### src/rtl/operand_serializer_if.sv
// Operand serializer bus: controller side (master) drives load/start/stall
// and the parallel operand; serializer side (slave) returns the serial stream.
interface operand_serializer_if #(
    parameter int WIDTH = 8
);
    localparam int IW = $clog2(WIDTH);

    logic             load_en;
    logic [WIDTH-1:0] par_in;
    logic             start;
    logic             stall;
    logic [WIDTH-1:0] operand_bits;
    logic             ser_bit;
    logic             ser_valid;
    logic [IW-1:0]    bit_index;
    logic             last;
    logic             done;
    logic             busy;

    modport master (
        output load_en, par_in, start, stall,
        input  operand_bits, ser_bit, ser_valid,
        input  bit_index, last, done, busy
    );

    modport slave (
        input  load_en, par_in, start, stall,
        output operand_bits, ser_bit, ser_valid,
        output bit_index, last, done, busy
    );
endinterface

### src/rtl/operand_serializer.sv
// Bit-serial operand source: captures a parallel operand and streams it
// LSB first with bit index, last-bit flag and a one-cycle done pulse.
// Ports: clk, rst_n (sync, active-low), bus (operand_serializer_if.slave):
//   in  load_en, par_in, start, stall
//   out operand_bits, ser_bit, ser_valid, bit_index, last, done, busy
// Option: define SER_RECIRC_EN to rotate instead of zero-fill, leaving
// the operand intact after a complete stream.
module operand_serializer #(
    parameter int WIDTH = 8
) (
    input logic                 clk,
    input logic                 rst_n,
    operand_serializer_if.slave bus
);
    localparam int IW = $clog2(WIDTH);
    localparam logic [IW-1:0] LAST_IDX = IW'(WIDTH - 1);

    typedef enum logic [1:0] {
        IDLE,
        SHIFT,
        DONE
    } state_t;

    state_t           state_q, state_d;
    logic [WIDTH-1:0] bits_q, bits_d;
    logic [IW-1:0]    idx_q, idx_d;
    logic             fill;

`ifdef SER_RECIRC_EN
    assign fill = bits_q[0];
`else
    assign fill = 1'b0;
`endif

    always_ff @(posedge clk) begin
        if (!rst_n) begin
            state_q <= IDLE;
            bits_q  <= '0;
            idx_q   <= '0;
        end else begin
            state_q <= state_d;
            bits_q  <= bits_d;
            idx_q   <= idx_d;
        end
    end

    always_comb begin
        state_d = state_q;
        bits_d  = bits_q;
        idx_d   = idx_q;
        if (bus.load_en) begin
            state_d = IDLE;
            bits_d  = bus.par_in;
            idx_d   = '0;
        end else begin
            unique case (state_q)
                IDLE: begin
                    if (bus.start) begin
                        state_d = SHIFT;
                        idx_d   = '0;
                    end
                end
                SHIFT: begin
                    if (!bus.stall) begin
                        bits_d = {fill, bits_q[WIDTH-1:1]};
                        if (idx_q == LAST_IDX) begin
                            state_d = DONE;
                            idx_d   = '0;
                        end else begin
                            idx_d = idx_q + IW'(1);
                        end
                    end
                end
                DONE: begin
                    // start here chains the next stream with no gap
                    state_d = bus.start ? SHIFT : IDLE;
                    idx_d   = '0;
                end
                default: begin
                    state_d = IDLE;
                end
            endcase
        end
    end

    assign bus.operand_bits = bits_q;
    assign bus.ser_bit      = bits_q[0];
    assign bus.ser_valid    = (state_q == SHIFT);
    assign bus.bit_index    = idx_q;
    assign bus.last         = (state_q == SHIFT) && (idx_q == LAST_IDX);
    assign bus.done         = (state_q == DONE);
    assign bus.busy         = (state_q != IDLE);
endmodule

### src/flat_wrapper.sv
// flat-port wrapper written by rule: the top's interface ports become plain ports
module operand_serializer_flat 
#(
    parameter int WIDTH = 8
)
  (clk, rst_n, bus_load_en, bus_par_in, bus_start, bus_stall, bus_operand_bits, bus_ser_bit, bus_ser_valid, bus_bit_index, bus_last, bus_done, bus_busy);
  operand_serializer_if #(.WIDTH(WIDTH)) bus_i ();
  input logic clk;
  input logic rst_n;
  input wire logic [$bits(bus_i.load_en)-1:0] bus_load_en;
  input wire logic [$bits(bus_i.par_in)-1:0] bus_par_in;
  input wire logic [$bits(bus_i.start)-1:0] bus_start;
  input wire logic [$bits(bus_i.stall)-1:0] bus_stall;
  output wire logic [$bits(bus_i.operand_bits)-1:0] bus_operand_bits;
  output wire logic [$bits(bus_i.ser_bit)-1:0] bus_ser_bit;
  output wire logic [$bits(bus_i.ser_valid)-1:0] bus_ser_valid;
  output wire logic [$bits(bus_i.bit_index)-1:0] bus_bit_index;
  output wire logic [$bits(bus_i.last)-1:0] bus_last;
  output wire logic [$bits(bus_i.done)-1:0] bus_done;
  output wire logic [$bits(bus_i.busy)-1:0] bus_busy;
  assign bus_i.load_en = bus_load_en;
  assign bus_i.par_in = bus_par_in;
  assign bus_i.start = bus_start;
  assign bus_i.stall = bus_stall;
  assign bus_operand_bits = bus_i.operand_bits;
  assign bus_ser_bit = bus_i.ser_bit;
  assign bus_ser_valid = bus_i.ser_valid;
  assign bus_bit_index = bus_i.bit_index;
  assign bus_last = bus_i.last;
  assign bus_done = bus_i.done;
  assign bus_busy = bus_i.busy;
  operand_serializer #(.WIDTH(WIDTH)) u_core (.clk(clk), .rst_n(rst_n), .bus(bus_i));
endmodule
### config.mk
export PLATFORM = sky130hd
export DESIGN_NAME = operand_serializer_flat
export DESIGN_NICKNAME = d
export VERILOG_FILES = /design/src/rtl/operand_serializer_if.sv /design/src/rtl/operand_serializer.sv /design/src/flat_wrapper.sv
export SDC_FILE = /design/constraint.sdc
export NUM_CORES = 1
export LEC_CHECK = 0
export ABC_AREA = 1
export ABC_CLOCK_PERIOD_IN_PS = 1000
export CAP_MARGIN = 15
export CORE_MARGIN = 1
export CORE_UTILIZATION = 39
export CTS_BUF_LIST = sky130_fd_sc_hd__clkbuf_8
export CTS_CLUSTER_SIZE = 12
export DETAILED_ROUTE_END_ITERATION = 8
export PLACE_DENSITY = 0.75
export SLEW_MARGIN = 10
export SYNTH_ARGS = -nofsm -noshare
export SYNTH_HDL_FRONTEND = slang
export SYNTH_SLANG_ARGS = --single-unit
### constraint.sdc
create_clock -name clk -period 1 [get_ports clk]
set_input_delay 0.2 -clock clk [delete_from_list [all_inputs] [get_ports clk]]
set_output_delay 0.2 -clock clk [all_outputs]
set_load 0.01 [all_outputs]
# --- Word level (Yosys, flattened, before mapping) ---
# Cells that the tools add are included.
op_classes:
  n_bitwise: 1
  n_eq_ne: 7
  order_cmp: 0
  multipliers: 0
  mux: 12
  addsub: 1
  reduce_logical: 9
  div: 0
  shifts: 0
ops:
  columns: ["operator", "n"]
  rows:
  - ["$mux 8", 3]
  - ["$mux 3", 3]
  - ["$pmux 3 s3", 1]
  - ["$mux 2", 3]
  - ["$ne 2x2->1 const B", 3]
  - ["$pmux 2 s3", 1]
  - ["$reduce_and 3->1", 2]
  - ["$reduce_bool 2->1", 2]
  - ["$add 3x1->3 const B", 1]
  - ["$eq 3x3->1 const B", 1]
  - ["$reduce_bool 3->1", 1]
  - ["$eq 2x1->1 const B", 1]
  - ["$eq 2x2->1 const B", 1]
  - ["$logic_not 2->1", 1]
  - ["$ne 2x1->1 const B", 1]
  - ["$reduce_and 2->1", 1]
  - ["$reduce_or 2->1", 1]
  - ["$logic_and 1x1->1", 1]
  - ["$mux 1", 1]
  - ["$not 1->1", 1]
word_totals:
  mem_count: 0
  ff_bits: 13
  elab_cells: 33
  romBits: 0
  inputBits: 13
  latchBits: 0
  output_inout_bits: 16
  mem_bits_rw: 0

# --- Longest topological paths before layout ---
logic_depth:
  depth_word: 4
  mapped_depth: 7
  ltp_nobuf: 7

# --- Worst setup path after synthesis ---
# OpenSTA, ideal clock, no wires.
synth_timing:
  path_kind: "register to output"
  start: "register u_core.idx_q[0] (netlist: u_core.bus.bit_index[0])"
  end: "output port bus_last"
  stages_incl_launch_ff: 5
  path_buffers: 0
  arrival_time_ps: 933
  path_slack_ps: -133
  t_required_ps: 800
  cell_sequence: "dfxtp_1 ha_1 ha_1 inv_1 nor2_1"
synth_via:
  elab_chain_cells: 2
synth_rtl:
  columns: ["element", "line", "source"]
  rows:
  - ["from (decl)", "operand_serializer.sv:26", "logic [IW-1:0] idx_q, idx_d;"]
  - ["from (signal assigned)", "operand_serializer.sv:43", "idx_q <= idx_d;"]
  - ["$eq 3x3->1", "operand_serializer.sv:90", "assign bus.last = (state_q == SHIFT) && (idx_q == LAST_IDX);"]
  - ["$logic_and 1x1->1", "operand_serializer.sv:90", null]
  - ["to (decl)", "flat_wrapper.sv:18", "output wire logic [$bits(bus_i.last)-1:0] bus_last;"]
# Every way passes these cells.

# --- Worst setup path in the final report ---
layout_timing:
  start: "register u_core.idx_q[1] (netlist: u_core.bus.bit_index[1])"
  end: "output port bus_last"
# Same word-level chain as after synthesis.

==> impl_metrics.csv <==
group,metric,value,unit
logic_synthesis,ys_warn_count,0,
timing,fin_worst_skew,0.00447,ns
clock_network,clk_latency,0.24,ns
global_routing,grt_max_degree,11,
logic_synthesis,ys.flop_type,"dfxtp_1",
logic_synthesis,synth-simple-area-share,40.8,%
cells_and_area,stdcell_count,195,
clock_network,clkSinkCount,13,
timing,setup_viol,19,
drt,drt_iter0_markers,14,
floorplan,initial_core_util,41.5,%
timing,relSlewSlack,75.2,%
timing,final-max-slew-violation-count,0,
setup_path,cp.required,0.80,ns
setup_path,crit_chain,"ha_4, ha_4, inv_4, nor2_4, buf_6",
logic_synthesis,netlist_area,708,sq um
clock_network,cts_tree,"built",
logic_synthesis,synthAdderAreaFrac,3.53,%
placement,place_congestion,0.812,
logic_synthesis,synth_xor_area_share,0,%
setup_path,cp_slowest_stage_delay,0.35,ns
hold_path,hp-class,"input port to flop",
floorplan,io_pins,29,
floorplan,num_rows,15,
timing,final_hold_viol_count,0,
setup_path,worstPathArrival,1.10,ns
global_routing,grt_pass1_vias,872,
floorplan,die_x,44.6,um
logic_synthesis,ys_seq_area_share,36.7,%
setup_path,r2r-start,"u_core.bus.bit_index[1]",
drt,vias,944,
logic_synthesis,synthCells,110,
global_routing,antenna_found_initial,0,
setup_path,path_buf_inv,2,
cells_and_area,drive_above_1_share,56.5,%
global_routing,grt_pass1_wl,3500,um
clock_network,clockBufferDepth,2,
timing,min_period_over_period,130,%
setup_path,cp_slowest_cell,"dfxtp_4",
power,ir_worst_vdd,0.000832,V
setup_path,crit_family,"flip-flops",
power,p_per_area,943,nW/um^2
cells_and_area,nFillCells,94,
setup_path,cp-start-kind,"flop",
timing,rsz0062_at_grt,"true",
power,p_leak,0.000698,uW
timing,worst_slack,-0.301,ns
cells_and_area,n_antenna_cell,0,
drt,drc_errors,0,
logic_synthesis,synthArstFlopShare,0,%
hold_path,holdCritStartpoint,"bus_stall",
timing,max_freq,769,MHz
drt,wirelength,2510,um
drt,wl_per_cell,12.9,um
cells_and_area,area_delta_synth_final,110,%
logic_synthesis,synth_compound_area_share,8.30,%
setup_path,crit_fanout,2,
logic_synthesis,syn_nets,125,
timing,max_slew.worst_pin.slew,0.372,ns
setup_path,cp_num_cells,5,
global_routing,grt_overflow,0,
setup_path,critPathMostFrequentCell,"ha_4",
floorplan,dieArea,1990,sq um
setup_path,cp-end-kind,"output port",
floorplan,die_h,44.6,um
setup_path,cp-startpoint,"u_core.bus.bit_index[1]",
logic_synthesis,synth-seq-cells,13,
placement,portBuffers,28,
logic_synthesis,syn_avg_cell_area,6.44,sq um
run,max_cap_viol_count,0,
global_routing,grt_usage,24.7,%
cells_and_area,final_nets,186,
run_status,status,"finished with violations",
placement,hpwlAfterDp,1370,um
logic_synthesis,synth.area.mux_share,0,%
run_status,violations,"setup timing",
setup_path,r2r_cells,8,
timing,period_minus_slack,1.30,ns
clock_network,htree_num_levels,1,
clock_network,cts_root_buf,"clkbuf_8",
timing,setup_tns,-1.99,ns
logic_synthesis,ys_types,19,
clock_network,cts.clk_slew.worst_paths,0.06,ns
clock_network,numCtsBuffers,3,
setup_path,critPathKind,"flop to output port",
placement,place_inst,183,
drt,viasPerCell,4.84,
logic_synthesis,synth_top_family_by_area,"simple AND/OR/NAND/NOR gates",
hold_path,whs_path_depth,3,
logic_synthesis,synth_edf_count,0,
drt,drtAntennaViolNets,0,
drt,drt_first_pass_iters,4,
floorplan,core,1710,sq um
[synth_stat cells, types with 2 or more instances]
library cell   n  area (sq um)
a21oi_1        9          45.0
buf_4          3          22.5
dfxtp_1       13           260
ha_1           2          25.0
inv_1          8          30.0
inv_2          3          11.3
nand2_1       42           158
nand3_1        9          45.0
nand3b_1       2          15.0
nor2_1        10          37.5
[layer usage]
| layer | routed length [um] | share of wire, % | track usage (%) | vias up |
|---|---|---|---|---|
| met5 | 0 | 0 | 0 | - |
| met4 | 33 | 1.3 | 15.2 | 0 |
| met3 | 138 | 5.5 | 4.08 | 4 |
| met2 | 1430 | 57 | 45.9 | 38 |
| met1 | 913 | 36 | 25.5 | 431 |
| li1 | - | - | - | 471 |
[logic make-up (layout without fill, tap and decap cells)]
| family | after synthesis | count (layout) |
|---|---|---|
| AND/OR/NAND/NOR | 68 | 68 |
| buffers and inverters | 16 | 76 |
| flip-flops | 13 | 13 |
| AO/OA/AOI/OAI | 11 | 11 |
| adder cells (fa/ha/maj) | 2 | 2 |
[path summary, 6_finish.rpt]
check / to / slack, ns
worst max-delay path: bus_last / -0.30
worst min-delay path: u_core.state_q[1] / 0.43
worst max register to register: u_core.bus.bit_index[0] / -0.24
worst min register to register: u_core.bus.operand_bits[7] / 0.59
[layout make-up]
class	instances	area [sq um]	share of cell area, %
flip-flops and latches	13	279	18.7
multi-input cells	81	557	37.4
clock buffers	3	41.3	2.77
repair buffers	60	526	35.3
inverters	12	52.6	3.53
well taps	25	31.3	2.10
clock inverters	1	3.75	0.252
[worst min-delay path: stages]
cell	delay, ns
dlygate4sd2_1	0.25
buf_4	0.14
nor4_4	0.04
[state kept, by name, summed over array words and instances (netlist names)]
signal	count
u_core.bus.operand_bits	8
u_core.bus.bit_index	3
u_core.state_q	2
[power breakdown]
| part | leakage (uW) | total, uW | internal [uW] | switching (uW) |
|---|---|---|---|---|
| clock network | 0.0000269 | 446 | 270 | 176 |
| registers | 0.000111 | 560 | 541 | 18.5 |
| logic | 0.000560 | 400 | 208 | 193 |
[cells in the final DEF, fill, tap and decap left out, types with 4 or more instances in the layout]
cell type / netlist / final
a21oi_2: 0 / 8
buf_2: 1 / 8
buf_4: 3 / 21
buf_6: 0 / 17
clkdlybuf4s50_1: 0 / 9
dfxtp_1: 13 / 4
dfxtp_2: 0 / 6
inv_1: 8 / 7
nand2_1: 42 / 36
nand3_2: 1 / 7
nor2_1: 10 / 8
[per-stage QoR]
step                      worst slack, ns  util (%)  hold WS (ns)  area, sq um  power, uW
after floorplan                   -0.0208         -         0.279          746        704
after global placement             -0.444      70.8         0.568         1210        877
after detailed placement           -0.475      70.8         0.579         1210        882
after CTS                          -0.303      79.6         0.411         1360       1350
after global routing               -0.341      87.3         0.444         1490       1480
final                              -0.301      87.3         0.433         1490       1410
[repair_timing]
item | CTS | global route
hold buffers | 0 | 0
cloned | 0 | 0
endpoints found under the setup margin | 29 | 27
endpoints found under the hold margin | 0 | 0
pin swaps | 11 | 14
gates resized for setup | 86 | 42
buffers inserted | 6 | 5
Power figures use the tool's default switching activity.
